## src/rtl/serial_word_queue_pkg.sv

```systemverilog
// serial_word_queue_pkg: shared deserializer state type and occupancy-width helper
package serial_word_queue_pkg;
  typedef enum logic [1:0] {S_INIT, S_READY, S_STALL} deser_state_t;
  function automatic int len_width(input int depth);
    return $clog2(depth + 1);
  endfunction
endpackage

```

## src/rtl/sync_fifo.sv

```systemverilog
// sync_fifo: circular-buffer queue with occupancy count and registered read data
module sync_fifo
  import serial_word_queue_pkg::*;
#(
  parameter int WIDTH = 8,
  parameter int DEPTH = 8,
  localparam int LEN_W = len_width(DEPTH)
) (
  input  logic             clock,
  input  logic             reset,
  input  logic             push,
  input  logic [WIDTH-1:0] push_data,
  input  logic             pop,
  output logic             full,
  output logic [LEN_W-1:0] count,
  output logic [WIDTH-1:0] rd_data,
  output logic             rd_valid
);
  localparam int PW = $clog2(DEPTH);
  logic [WIDTH-1:0] mem [DEPTH];
  logic [PW-1:0] rd_ptr, wr_ptr;
  logic do_pop, do_push;
  assign full = count == LEN_W'(DEPTH);
  assign do_pop = pop && count != '0;
  assign do_push = push && (!full || do_pop);
  always_ff @(posedge clock) begin
    if (do_push) mem[wr_ptr] <= push_data;
  end
  always_ff @(posedge clock) begin
    if (reset) begin
      rd_ptr <= '0;
      wr_ptr <= '0;
      count <= '0;
      rd_data <= '0;
      rd_valid <= 1'b0;
    end else begin
      rd_valid <= do_pop;
      if (do_pop) rd_data <= mem[rd_ptr];
      if (do_pop) rd_ptr <= rd_ptr + 1'b1;
      if (do_push) wr_ptr <= wr_ptr + 1'b1;
      count <= count + LEN_W'(do_push) - LEN_W'(do_pop);
    end
  end
endmodule

```

## src/rtl/serial_word_queue.sv

```systemverilog
// serial_word_queue: bit-serial word assembler feeding a word FIFO with stall or drop on full
module serial_word_queue
  import serial_word_queue_pkg::*;
#(
  parameter int WIDTH = 8,
  parameter int DEPTH = 8,
  parameter int MSB_FIRST = 0,
  parameter int DROP_ON_FULL = 0,
  localparam int LEN_W = len_width(DEPTH)
) (
  input  logic             clock,
  input  logic             reset,
  input  logic             data_in,
  input  logic             write_in,
  output logic             status_out,
  input  logic             dequeue_in,
  output logic [WIDTH-1:0] data_out,
  output logic             valid_out,
  output logic [LEN_W-1:0] len_out,
  output logic             overflow_out
);
  localparam int CW = $clog2(WIDTH);
  deser_state_t state, state_nx;
  logic [CW-1:0] cnt, idx;
  logic [WIDTH-1:0] sr, hold, word, push_data;
  logic bit_en, last, pop_ok, accept, push, full;
  assign status_out = state == S_READY;
  assign bit_en = status_out && write_in;
  assign last = bit_en && cnt == CW'(WIDTH - 1);
  assign pop_ok = dequeue_in && len_out != '0;
  assign accept = !full || pop_ok;
  assign push = (last || state == S_STALL) && accept;
  assign push_data = state == S_STALL ? hold : word;
  assign idx = MSB_FIRST != 0 ? CW'(WIDTH - 1) - cnt : cnt;
  always_comb begin
    word = sr;
    word[idx] = data_in;
  end
  always_comb begin
    state_nx = state;
    state_nx = state == S_INIT ? S_READY :
               state == S_STALL ? (accept ? S_READY : S_STALL) :
               (last && !accept && DROP_ON_FULL == 0) ? S_STALL : S_READY;
  end
  always_ff @(posedge clock) begin
    if (reset) begin
      state <= S_INIT;
      cnt <= '0;
      sr <= '0;
      hold <= '0;
      overflow_out <= 1'b0;
    end else begin
      state <= state_nx;
      overflow_out <= last && !accept && DROP_ON_FULL != 0;
      if (bit_en) sr <= word;
      if (bit_en) cnt <= last ? '0 : cnt + 1'b1;
      if (last) hold <= word;
    end
  end
  sync_fifo #(.WIDTH(WIDTH), .DEPTH(DEPTH)) u_fifo (
    .clock(clock),
    .reset(reset),
    .push(push),
    .push_data(push_data),
    .pop(dequeue_in),
    .full(full),
    .count(len_out),
    .rd_data(data_out),
    .rd_valid(valid_out)
  );
endmodule

```

## config.mk

```make
export PLATFORM = sky130hd
export DESIGN_NAME = serial_word_queue
export DESIGN_NICKNAME = d
export VERILOG_FILES = /design/src/rtl/serial_word_queue_pkg.sv /design/src/rtl/sync_fifo.sv /design/src/rtl/serial_word_queue.sv
export SDC_FILE = /design/constraint.sdc
export NUM_CORES = 1
export LEC_CHECK = 0
export CAP_MARGIN = 20
export CORE_ASPECT_RATIO = 0.5
export CORE_UTILIZATION = 54
export CTS_CLUSTER_DIAMETER = 150
export DETAILED_ROUTE_END_ITERATION = 10
export GPL_TIMING_DRIVEN = 0
export PLACE_DENSITY_LB_ADDON = 0.3
export SYNTH_ARGS = -nofsm -noshare
export SYNTH_HDL_FRONTEND = slang
export SYNTH_SLANG_ARGS = --single-unit
```

## constraint.sdc

```tcl
create_clock -name clock -period 2.1 [get_ports clock]
set_input_delay 0.42 -clock clock [delete_from_list [all_inputs] [get_ports clock]]
set_output_delay 0.42 -clock clock [all_outputs]
set_load 0.005 [all_outputs]
```

==> impl_metrics.tcl <==
set metrics [dict create \
    cts_hold_buf 0 \
    cp_slowest_stage_delay_ps 370 \
    async_reset_ff_share_pct 0 \
    startpoint_type "flop" \
    viasPerCell 5.59 \
    finalInstanceArea_um2 5300 \
    rsz0062_at_grt "true" \
    grt_max_degree 17 \
    start_util_pct 57.7 \
    yosysMostFrequentCell "edfxtp_1" \
    p_per_area_nw_per_um2 1040 \
    hold_violations 0 \
    cts-buffers-inserted 9 \
    required_ps 2320 \
    dieArea_um2 8470 \
    dpl_cell_area_um2 4690 \
    fin_util_pct 70.0 \
    maxCapViolations 0 \
    crit_top_cell "ha_4" \
    fin_skew_ps 9.04 \
    wire_per_inst_um 18.4 \
    drtPass1Iterations 4 \
    worst-slew-pin-transition_ps 778 \
    path_max_fanout 5 \
    crit_arrival_ps 2260 \
    grt_pass1_wl_um 14200 \
    clockBufferDepth 2 \
    place_congestion 0.763 \
    hold_ws_ps 464 \
    ios 20 \
    ys_ff_latch 104 \
    yosysWarningCount 0 \
    synth_top_cell_area_share_pct 44.0 \
    wl_um 9020 \
    portBuffers 17 \
    fp.dieH_um 65.6 \
    area_growth_pct 21.3 \
    cp_slowest_cell "fa_2" \
    overflow 0 \
    cp-end-kind "flop" \
    cpLargestDelayFamily "adder cells" \
    grt_antenna_before_repair 0 \
    postSynthCellCount 334 \
    worstSetupPathType "flop to flop" \
    timing.final.crit_share_pct 96.9 \
    syn_nets 350 \
    fp-row-count 22 \
    setup-tns-final_ps 0 \
    syn_avg_cell_area_um2 13.1 \
    ys.flop_type "edfxtp_1" \
    cts_tree "built" \
    dp.cells 460 \
    fin_cells 490 \
    drtIter0Drc 138 \
    ir_drop_mv 0.417 \
    num_antenna_cells 0 \
    min_period_ps 2030 \
    cts-root-buf "clkbuf_16" \
    ys_top_cells_by_count "edfxtp_1 (64), mux2i_1 (42), dfxtp_1 (40), nor2_1 (40), a22oi_1 (16)" \
    yosysUniqueCellTypes 38 \
    slew_headroom_pct 48.0 \
    setup_viol 0 \
    grt_pass1_vias 2728 \
    fp.dieW_um 129 \
    yosysSeqAreaShare_pct 62.4 \
    drtAntennaViolNets 0 \
    core_um2 7570 \
    hpwl_um 5600 \
    clkTransAtPathRegs_ps 70 \
    worstHoldPathType "flop to flop" \
    drive_above_1_share_pct 19.4 \
    clkSinkCount 104 \
    synth-edff-count 64 \
    syn-cell-area_um2 4370 \
    clock_latency_ps 340 \
    via_count 2739 \
    critical_path.cell_chain "ha_4, ha_4, nand4b_1, nand2_2, nand2_4, inv_4, ha_4, inv_1, fa_2, xor2_2, nor2_1" \
    cts.htree.levels 3 \
    yosysTopAreaCell "edfxtp_1" \
    drv_slew 0 \
    status "finished clean" \
    grt_usage_pct 23.5 \
    nNetsFinal 393 \
    path_buf_inv 2 \
    fmax_mhz 492 \
    drc 0 \
    power.leakage_nw 1.85 \
    ys_top_cells_by_area "edfxtp_1 (44%), dfxtp_1 (18%), mux2i_1 (9.6%)" \
]
-- worst register-to-register path: stages (launching register included) --
cell      delay, ps
dfxtp_2         360
ha_4            140
ha_4            140
nand4b_1        180
nand2_2         150
nand2_4         100
inv_4           100
ha_4            140
inv_1            50
fa_2            370
xor2_2          150
nor2_1           50
-- stage by stage --
step / total power, mW / setup WS [ps]
global placement: 3.62 / -733
finish: 5.51 / 65.8
floorplan: 3.26 / 94.8
CTS: 5.44 / 12.7
detailed placement: 3.67 / -741
global route: 5.75 / -40.3
-- cell type report --
cell class	instances	area (µm²)
sequential	104	2730
buffer	22	134
clock inverter	5	81.3
multi-input combinational	198	1630
fill	487	2270
inverter	10	40.0
clock buffer	11	233
tap	108	135
timing repair buffer	32	320
-- cells by family (layout without fill, tap and decap cells) --
group | after synthesis | in the layout | share of synthesized area [%]
and+or+nand+nor | 81 | 81 | 8.97
AOI/OAI and AO/OA | 58 | 58 | 10.7
DFF | 104 | 104 | 62.4
xor gates and xnor gates | 5 | 5 | 1.00
muxes | 42 | 42 | 9.63
other | 1 | 1 | 0.0859
adders and majority gates | 11 | 11 | 3.32
buffers and inverters | 32 | 80 | 3.93
-- placed cells by master (no fill, tap or decap), types with 9 or more instances in the layout --
| cell | n |
|---|---|
| edfxtp_1 | 64 |
| a21oi_1 | 14 |
| a22oi_1 | 16 |
| clkbuf_16 | 9 |
| inv_1 | 9 |
| dfxtp_1 | 38 |
| nor2_1 | 37 |
| mux2i_1 | 42 |
| buf_4 | 15 |
| clkdlybuf4s50_1 | 17 |
-- worst paths after layout --
path / startpoint / endpoint / slack, ps / cells after the start
hold / removal: u_fifo.rd_data[4]$_SDFFE_PP0P_ / u_fifo.rd_data[4]$_SDFFE_PP0P_ / 460 / 1
setup / recovery: cnt[0]$_SDFFE_PP0P_ / u_fifo.count[2]$_SDFF_PP0_ / 70 / 11
setup reg to reg: cnt[0]$_SDFFE_PP0P_ / u_fifo.count[2]$_SDFF_PP0_ / 70 / 11
hold reg to reg: u_fifo.rd_data[4]$_SDFFE_PP0P_ / u_fifo.rd_data[4]$_SDFFE_PP0P_ / 460 / 1
-- report_power, final --
group | internal, mW | total, mW | switching, mW | leakage [nW]
sequential | 2.29 | 2.38 | 0.0889 | 0.919
combinational | 0.681 | 1.39 | 0.708 | 0.780
clock | 1.04 | 1.74 | 0.698 | 0.150
-- state kept, by name (all words and copies together), names as in the netlist --
signal,flops
u_fifo.mem,64
u_fifo.wr_ptr,3
hold,8
u_fifo.rd_valid,1
cnt,3
u_fifo.rd_data,8
state,2
sr,8
u_fifo.count,4
u_fifo.rd_ptr,3
-- layer usage --
metal / track usage (%) / wire length (µm) / vias up
met5: 0 / 0 / -
met1: 29.8 / 3790 / 1327
met4: 9.71 / 145 / 0
met2: 38.6 / 4480 / 79
li1: - / - / 1321
met3: 6.03 / 608 / 12
-- timing repair --
action                     4_1_cts  5_1_grt
resized for setup               24        7
gates cloned                     0        0
setup buffers                   11        3
pin swaps                        8        5
setup endpoints to repair       67       27
No activity file was read; power rests on OpenSTA's default activity.
